$ cat config.mk
export PLATFORM = sky130hd
export DESIGN_NAME = vga_scan
export DESIGN_NICKNAME = d
export VERILOG_FILES = /design/src/rtl/vga_scan.sv
export SDC_FILE = /design/constraint.sdc
export NUM_CORES = 1
export LEC_CHECK = 0
export ABC_AREA = 1
export CAP_MARGIN = 10
export CORE_MARGIN = 8
export CORE_UTILIZATION = 56
export DETAILED_ROUTE_END_ITERATION = 8
export PLACE_DENSITY = 0.85
export SLEW_MARGIN = 20
export SYNTH_ARGS = -nofsm -noshare
export SYNTH_HDL_FRONTEND = slang
export SYNTH_SLANG_ARGS = --single-unit
$ cat constraint.sdc
create_clock -name clk -period 3.1 [get_ports clk]
set_input_delay 0.775 -clock clk [delete_from_list [all_inputs] [get_ports clk]]
set_output_delay 0.775 -clock clk [all_outputs]
set_load 0.02 [all_outputs]
$ cat src/rtl/vga_scan.sv
// VGA raster scanner: pixel-rate col/row to the renderer, then blanked RGB with
// hsync/vsync lagging col/row by one pixel, plus a one-clock frame_start pulse.
module vga_scan #(
  parameter int PIX_DIV  = 4,
  parameter int H_ACTIVE = 640,
  parameter int H_FP     = 16,
  parameter int H_SYNC   = 96,
  parameter int H_BP     = 48,
  parameter int V_ACTIVE = 480,
  parameter int V_FP     = 10,
  parameter int V_SYNC   = 2,
  parameter int V_BP     = 33,
  parameter int HS_POL   = 0,
  parameter int VS_POL   = 0
) (
  input  logic        clk,
  input  logic        rst_n,
  input  logic [11:0] rgb_in,
  output logic [9:0]  col,
  output logic [9:0]  row,
  output logic        hs,
  output logic        vs,
  output logic        de,
  output logic [3:0]  r,
  output logic [3:0]  g,
  output logic [3:0]  b,
  output logic        frame_start
);

  localparam int H_TOTAL = H_ACTIVE + H_FP + H_SYNC + H_BP;
  localparam int V_TOTAL = V_ACTIVE + V_FP + V_SYNC + V_BP;
  localparam int DW      = $clog2(PIX_DIV);

  localparam logic [DW-1:0] DIV_LAST = DW'(PIX_DIV - 1);
  localparam logic [9:0] H_LAST    = 10'(H_TOTAL - 1);
  localparam logic [9:0] V_LAST    = 10'(V_TOTAL - 1);
  localparam logic [9:0] H_ACT     = 10'(H_ACTIVE);
  localparam logic [9:0] V_ACT     = 10'(V_ACTIVE);
  localparam logic [9:0] H_SYN_ON  = 10'(H_ACTIVE + H_FP);
  localparam logic [9:0] H_SYN_OFF = 10'(H_ACTIVE + H_FP + H_SYNC);
  localparam logic [9:0] V_SYN_ON  = 10'(V_ACTIVE + V_FP);
  localparam logic [9:0] V_SYN_OFF = 10'(V_ACTIVE + V_FP + V_SYNC);
  localparam logic HS_ON = 1'(HS_POL);
  localparam logic VS_ON = 1'(VS_POL);

  logic [DW-1:0] r_div;
  logic [9:0]    r_h_cnt;
  logic [9:0]    r_v_cnt;
  logic          r_act1;
  logic          r_hs1;
  logic          r_vs1;

  logic w_pix_tick;
  logic w_h_last;
  logic w_v_last;
  logic w_act;
  logic w_hs_on;
  logic w_vs_on;

  assign w_pix_tick = (r_div == DIV_LAST);
  assign w_h_last   = (r_h_cnt == H_LAST);
  assign w_v_last   = (r_v_cnt == V_LAST);
  assign w_act      = (r_h_cnt < H_ACT) && (r_v_cnt < V_ACT);
  assign w_hs_on    = (r_h_cnt >= H_SYN_ON) && (r_h_cnt < H_SYN_OFF);
  assign w_vs_on    = (r_v_cnt >= V_SYN_ON) && (r_v_cnt < V_SYN_OFF);

  always_ff @(posedge clk or negedge rst_n) begin
    if (!rst_n) begin
      r_div       <= '0;
      r_h_cnt     <= '0;
      r_v_cnt     <= '0;
      r_act1      <= 1'b0;
      r_hs1       <= ~HS_ON;
      r_vs1       <= ~VS_ON;
      col         <= '0;
      row         <= '0;
      hs          <= ~HS_ON;
      vs          <= ~VS_ON;
      de          <= 1'b0;
      {r, g, b}   <= 12'h000;
      frame_start <= 1'b0;
    end else begin
      frame_start <= 1'b0;
      if (w_pix_tick) begin
        r_div <= '0;
        if (w_h_last) begin
          r_h_cnt <= '0;
          r_v_cnt <= w_v_last ? 10'd0 : r_v_cnt + 10'd1;
        end else begin
          r_h_cnt <= r_h_cnt + 10'd1;
        end
        // Stage 1: coordinates and timing flags for the pixel being issued.
        col    <= r_h_cnt;
        row    <= r_v_cnt;
        r_act1 <= w_act;
        r_hs1  <= w_hs_on ? HS_ON : ~HS_ON;
        r_vs1  <= w_vs_on ? VS_ON : ~VS_ON;
        // Stage 2: renderer colour for the previous pixel, blanked outside active.
        de        <= r_act1;
        {r, g, b} <= r_act1 ? rgb_in : 12'h000;
        hs        <= r_hs1;
        vs        <= r_vs1;
        frame_start <= w_h_last && w_v_last;
      end else begin
        r_div <= r_div + DW'(1);
      end
    end
  end

endmodule

* Yosys cells after proc, flatten, opt, wreduce, memory -nomap -nowiden
Index checks and enable logic that the tools add are counted.
** Word-level totals
- Bits in registers :: 61
- Bits of input ports :: 14
- Output and inout port bits :: 36
- Logic and storage cells :: 39
** Operators by class
- $add $sub $neg :: 3
- $lt $le $gt $ge :: 6
- Equality and inequality tests :: 3
- Multiplexer cells :: 7
- Reductions and logical operators :: 5
** Operators by type and width (number)
- 10-bit by 1-bit adder with 10-bit output, second input constant :: 2
- 10-bit equality test, second input constant :: 2
- 10-bit less-than comparator, second input constant :: 2
- 10-bit by 9-bit less-than comparator with 1-bit output, second input constant :: 2
- 10-bit two-way mux :: 2
- 12-bit two-way mux :: 1
- 10-bit >= comparator, second input constant :: 1
- 10-bit by 9-bit >= comparator with 1-bit output, second input constant :: 1
- 1-bit logical AND :: 4
- 1-bit two-way mux :: 3
- 2-bit by 1-bit adder with 2-bit output, second input constant :: 1
- 2-bit equality test, second input constant :: 1
- 2-bit two-way mux :: 1
- 2-bit AND reduction :: 1

* Depth between registers and ports, before layout
Gate-level depths: netlist of run 1.
- Depth in word-level cells :: 3
- Gate-level depth with buffers :: 9
- Mapped depth without buffers :: 9

* Worst setup path before layout of run 1
No wires, ideal clock.
- Kind :: reg-to-output
- Start point :: register hs
- End point :: output hs
- Arrival time :: 0.563 ns
- Required time :: 2.325 ns
- Setup slack :: 1.762 ns
- Cell stages (with the launch flop) :: 1
- Buffers on the path :: 0
- Path through :: dfstp_2
** RTL lines
- from (decl) :: line 21 : output logic hs,
- from (signal assigned) :: line 77 : hs <= ~HS_ON;
- from (signal assigned) :: line 101 : hs <= r_hs1;
No word-level cell between the ends.

* Worst setup path after layout of run 1
- Start point :: register vs
- End point :: output vs
** RTL lines
- from (decl) :: line 22 : output logic vs,
- from (signal assigned) :: line 78 : vs <= ~VS_ON;
- from (signal assigned) :: line 102 : vs <= r_vs1;
No word-level cell between the ends.

==> impl_results.md, run 1 <==
- Clock Latency Late Sink: 0.34 ns
- Worst Clk Skew: 0.00762 ns
- Die X: 86.1 µm
- Final setup vio count: 0
- Ys Warns: 0
- Hold Startpoint: r_div[0]$_DFF_PN0_
- Flops & latches, synth: 61
- Final net count: 391
- Rel. slew slack: 49.5%
- Internal: 1.28 mW
- Worst Hold Path EP: r_div[0]$_DFF_PN0_
- Post-route ant nets: 0
- Post-cts repair resize count: 0
- Top post-synthesis cells by area: dfrtp_1 52%, nand2_1 16%, nand3_1 4.9%
- CP arrival: 1.49 ns
- Net Sw Power: 0.347 mW
- Area leader, netlist: dfrtp_1
- Total track usage: 17.5%
- Clk root buf: clkbuf_8
- Reg2reg start: r_div[0]$_DFF_PN0_
- Combinational share of power: 4.1%
- Via/cell ratio: 5.07
- RSZ-0062 raised after global routing: false
- Post-synth top flop: dfrtp_1
- DIE HEIGHT: 86.1 µm
- IR drop worst, VDD: 0.345 mV
- Vias in the first global route: 2,280
- Post-synthesis adder-cell area fraction: 2.27%
- Diode count: 0
- Top delay family on crit path: buffers and inverters
- EDFF count, synth: 0
- Actual slew at the worst max-slew pin: 0.756 ns
- Register area share after synthesis: 55.7%
- Tmin final: 2.26 ns
- # DRC: 0
- Count leader, synth: nand2_1
- FILL cells: 340
- Syn nets: 340
- Post-synthesis compound-gate area fraction: 5.78%
- Number of setup buffers added after CTS: 0
- Xor/xnor share of the synthesized area: 2.55%
- Largest net degree at the start of global routing: 53
- Maximum capacitance violations: 0
- CTS tree: done
- Period utilization: 72.9%
- Gpl congestion: 0.850
- Area Overhead vs Synth: 26.8%
- Synth Area per Inst: 8.57 µm²
- Commonest cells post-synth: 118 x nand2_1, 57 x dfrtp_1, 27 x nand3_1
- Global-route wire length before repair: 10,200 µm
- Total Wirelength: 5900 µm
- Status: complete, no violations
- Setup slack, reg-to-reg: 1.06 ns
- Worst endpoint required time: 2.32 ns
- Critical path's slowest cell: clkdlybuf4s50_1
- Setup TNS: 0 ns
- Routed via count: 2,249
- Synth async-reset ratio: 100%
- Worst path cell trace: clkdlybuf4s50_1
- Switch share: 21.3%
- Post-Synthesis Cell Area: 2750 µm²
- Leak: 1.65 nW
- Post-synthesis cell type count: 28
- Drt wl/cell: 13.3 µm
- Tightest Hold Check Type: reg -> reg
- Max incr delay on CP: 0.60 ns
- Die ar.: 7410 µm²
- Hold Buf Count CTS: 0
- Crit path max fanout: 2
- Simple-Gate Fraction of Synth Area: 27.5%
- Max Buffers Root-to-Sink: 2
- Hold WS: 0.426 ns
- Num CTS Buffers: 9
- Worst-path clk slew: 0.07 ns
- Crit path launch type: register
- End of the worst register-to-register path: r_v_cnt[8]$_DFFE_PN0P_
- Slew Limit Fails: 0
- WS Path Type: reg -> out
- First-pass DRT Iterations: 4
- Row count: 25
- Initial Util: 58.2%
- Main combinational cell family by area after synthesis: simple AND/OR/NAND/NOR gates
- Final Hold Viols: 0
- Placeable Area: 4720 µm²
- Port buffer count: 49
- Clock network power share: 46.3%
- WHS Path Cells: 1
- Initial DRC count: 103
- Layout cells sized above 1: 9.55%
- CTS sink count: 61
- Flop pwr share: 49.6%
- Worst R2R Path Depth: 6
- Remaining global-route overflow: 0
- H-tree Lvls: 3
- Post-layout util: 73.9%
- Synth top area share: 51.9%
- Pwr dens: 467 nW/µm²
- CP endpoint kind: output port
- Max Fclk: 0.442 GHz
- Initial antenna violation count: 0
- Levels on crit path: 1
- Total I/O pin count: 50
- Mux share of post-synthesis cell area: 0%
- Dpl hpwl: 4210 µm
- WP buf/inv: 1
- Cells after Synth: 321
==> logic make-up after synthesis <==
logic type | after synthesis
XOR/XNOR | 8
adder cells (fa/ha/maj) | 5
buffers and inverters | 39
AO/OA/AOI/OAI | 27
flip-flops | 61
AND/OR/NAND/NOR | 181
==> worst max path at each step <==
stage | to | slack (ns) | from
global route | vs | 0.80 | vs$_DFFE_PN1P_
detailed placement | r_v_cnt[8]$_DFFE_PN0P_ | 1.09 | r_div[0]$_DFF_PN0_
CTS | vs | 0.81 | vs$_DFFE_PN1P_
finish | vs | 0.84 | vs$_DFFE_PN1P_
global placement | r_v_cnt[8]$_DFFE_PN0P_ | 1.20 | r_div[0]$_DFF_PN0_
floorplan | hs | 1.76 | hs$_DFFE_PN1P_
==> layer usage <==
layer	GRT usage, %	vias up	wire [µm]
met5	0	-	0
met4	11.0	0	151
met3	4.01	15	293
met2	28.0	64	2830
met1	20.9	1053	2620
li1	-	1117	-
==> placed cells by master, fill, tap and decap left out, types with 2 or more instances in the layout <==
cell type and instances:
xnor2_1 3, o21ai_2 5, dfrtp_1 57, ha_1 5
o21ai_0 16, xor2_1 5, nand4_1 3, clkdlybuf4s50_1 48
inv_1 25, bufinv_16 2, nand3_1 27, clkinv_2 3
dfstp_2 4, clkinvlp_4 2, clkbuf_8 9, nor3_1 5
nor2_2 2, buf_4 3, nor2_1 23, a21oi_1 3
nand2_1 118
==> metrics by stage <==
step	power [mW]	cells	setup slack [ns]	area [µm²]
5_1_grt	1.69	444	0.801	3490
6_report	1.63	444	0.839	3490
3_5_place_dp	0.891	428	1.09	3270
2_1_floorplan	0.839	321	1.76	2750
4_1_cts	1.65	444	0.811	3490
3_3_place_gp	0.890	428	1.20	3270
==> power groups by stage <==
stage	Combinational (mW)	Clock (mW)	Sequential, mW
floorplan	0.00614	0	0.833
global placement	0.0676	0	0.822
detailed placement	0.0680	0	0.823
CTS	0.0685	0.774	0.808
global route	0.0737	0.807	0.808
finish	0.0669	0.756	0.808
==> registers in the layout, summed over array words and instances, names as in the netlist <==
register	count
r_div	2
g	4
b	4
r_h_cnt	10
frame_start	1
row	10
r_vs1	1
hs	1
col	10
r_v_cnt	10
vs	1
de	1
r_act1	1
r_hs1	1
r	4
==> final cells by class <==
cell class,instances,area (µm²),area share [%]
clock buffer,9,124,3.55
clock inverter,7,90.1,2.58
inverter,27,104,2.98
multi-input combinational,221,1050,30.0
sequential,61,1530,43.9
tap,67,83.8,2.40
timing repair buffer,52,508,14.6
No activity file was read; power rests on OpenSTA's default activity.
==> inputs of run 2 (changes only) <==
Settings changed: CORE_UTILIZATION 56 to 52, PLACE_DENSITY 0.85 to 0.8.
Clock period 3.1 ns to 2.1 ns, I/O delays scaled along.
==> run 2 against run 1 <==
- wire length rose by 5.9%
- final area rose by 2.1%
- via count rose by 1.4%
- utilization fell by 4.1 points
- global-route usage fell by 0.34 points
- non-clock buffer count rose by 2
- sequential share of layout area fell by 0.91 points
- die area rose by 6.2%
- sequential power rose by 47%
==> impl_results.md, run 2 (synthesized netlist as in run 1, its figures left out) <==
- Global-route wire length before repair: 10,400 µm (+2.3%)
- Rel. slew slack: 68.0% (+19 points)
- CTS sink count: 61 (unchanged)
- Post-route ant nets: 0 (unchanged)
- Area Overhead vs Synth: 29.5%
- CTS tree: done
- Initial DRC count: 117 (+14%)
- Placed Instances: 433 (+1.2%)
- CP endpoint kind: output port
- Dpl hpwl: 4460 µm (+5.7%)
- Remaining global-route overflow: 0 (unchanged)
- Actual slew at the worst max-slew pin: 0.478 ns (-0.278 ns)
- Via/cell ratio: 5.08 (+0.25%)
- Finished Layout Cells: 449 (+1.1%)
- Crit path max fanout: 2 (unchanged)
- Most frequent cells in the layout: 118 x nand2_1, 57 x dfrtp_1, 48 x clkdlybuf4s50_1, 27 x nand3_1, 25 x inv_1
- Worst Clk Skew: 0.00963 ns (+0.00201 ns)
- Max incr delay on CP: 0.61 ns (about the same)
- Max Fclk: 0.505 GHz
- Setup TNS: 0 ns (unchanged)
- Num CTS Buffers: 9 (unchanged)
- Row count: 26 (+4.0%)
- WP buf/inv: 1 (unchanged)
- Largest net degree at the start of global routing: 62 (+17%)
- Layout cells sized above 1: 10.0% (+0.48 points)
- Crit path launch type: register
- Final Hold Viols: 0 (unchanged)
- Worst path cell trace: clkdlybuf4s50_1
- Diode count: 0 (unchanged)
- Total I/O pin count: 50 (unchanged)
- First-pass DRT Iterations: 5 (+1)
- Max Buffers Root-to-Sink: 2 (unchanged)
- Initial Util: 53.8% (-4.4 points)
- Clk root buf: clkbuf_8
- Post-cts repair resize count: 0 (unchanged)
- Critical path's slowest cell: clkdlybuf4s50_1
- Leak: 1.70 nW (+2.5%)
- Vias in the first global route: 2,255 (-1.1%)
- CP arrival: 1.46 ns (-0.03 ns)
- Final Power: 2.53 mW (+55%)
- Placeable Area: 5110 µm² (+8.1%)
- DIE HEIGHT: 88.7 µm (+3.1%)
- Hold Buf Count CTS: 0 (unchanged)
- RSZ-0062 raised after global routing: false
- Port buffer count: 49 (unchanged)
- Die X: 88.7 µm (+3.1%)
- Pwr dens: 709 nW/µm² (+52%)
- Status: complete, no violations
- Worst endpoint required time: 1.57 ns (-0.75 ns)
- Total track usage: 17.2% (-0.34 points)
- Clock Latency Late Sink: 0.33 ns (about the same)
- H-tree Lvls: 3 (unchanged)
- Post-layout util: 69.7% (-4.1 points)
- Slew Limit Fails: 0 (unchanged)
- Fin worst setup slack: 0.118 ns (-0.721 ns)
- Die ar.: 7870 µm² (+6.2%)
- Worst-path clk slew: 0.07 ns (about the same)
- WS Path Type: reg -> out
- Maximum capacitance violations: 0 (unchanged)
- Tightest Hold Check Type: in -> async
- Final net count: 393 (+0.51%)
- DP Worst Slack: 0.413 ns (-0.677 ns)
- Total Wirelength: 6240 µm (+5.9%)
- Most common cell after layout, fill and taps aside: nand2_1
- Period utilization: 94.4%
- Final setup vio count: 0 (unchanged)
- # DRC: 0 (unchanged)
- Initial antenna violation count: 0 (unchanged)
- IR drop worst, VDD: 0.509 mV (+48%)
- Number of setup buffers added after CTS: 0 (unchanged)
- Gpl congestion: 0.851 (about the same)
- Top delay family on crit path: buffers and inverters
- Routed via count: 2,280 (+1.4%)
- Drt wl/cell: 13.9 µm (+4.7%)
- Tmin final: 1.98 ns
[run 2: worst paths after layout]
kind                            cells past startpoint                from                     end  slack (ns)
worst min-delay path                                2               rst_n  r_h_cnt[9]$_DFFE_PN0P_        0.20
max in group asynchronous                           2               rst_n          vs$_DFFE_PN1P_        1.59
worst min register to register                      1  r_div[0]$_DFF_PN0_      r_div[0]$_DFF_PN0_        0.43
worst max-delay path                                1      vs$_DFFE_PN1P_                      vs        0.12
min in group clk                                    1  r_div[0]$_DFF_PN0_      r_div[0]$_DFF_PN0_        0.43
worst max register to register                      9  r_div[0]$_DFF_PN0_  r_h_cnt[8]$_DFFE_PN0P_        0.38
[run 2: area by class of cell]
type | count | area (µm²)
fillers | 394 | 1550
multi-input cells | 221 | 1050
repair buffers | 54 | 548
well taps | 70 | 87.6
clock inverters | 3 | 65.1
flip-flops and latches | 61 | 1530
inverters | 27 | 104
clock buffers | 13 | 179
[run 2: through the flow]
step,hold WS [ns],area [µm²]
2_1_floorplan,0.229,2750
3_3_place_gp,0.412,3320
3_5_place_dp,0.431,3320
4_1_cts,0.203,3560
5_1_grt,0.215,3560
6_report,0.203,3560
[run 2: layer usage]
metal  vias to the layer above  global-route usage [%]  wire length [µm]
met4                         0                    7.83                36
met1                      1091                    20.7              2690
met5                         -                       0                 0
met3                         5                    4.18               376
li1                       1116                       -                 -
met2                        68                    28.3              3130
[run 2: report_power, final]
group	switching, mW	internal (mW)	leakage [nW]
sequential	0.00598	1.19	0.770
clock	0.436	0.796	0.126
combinational	0.0514	0.0485	0.801
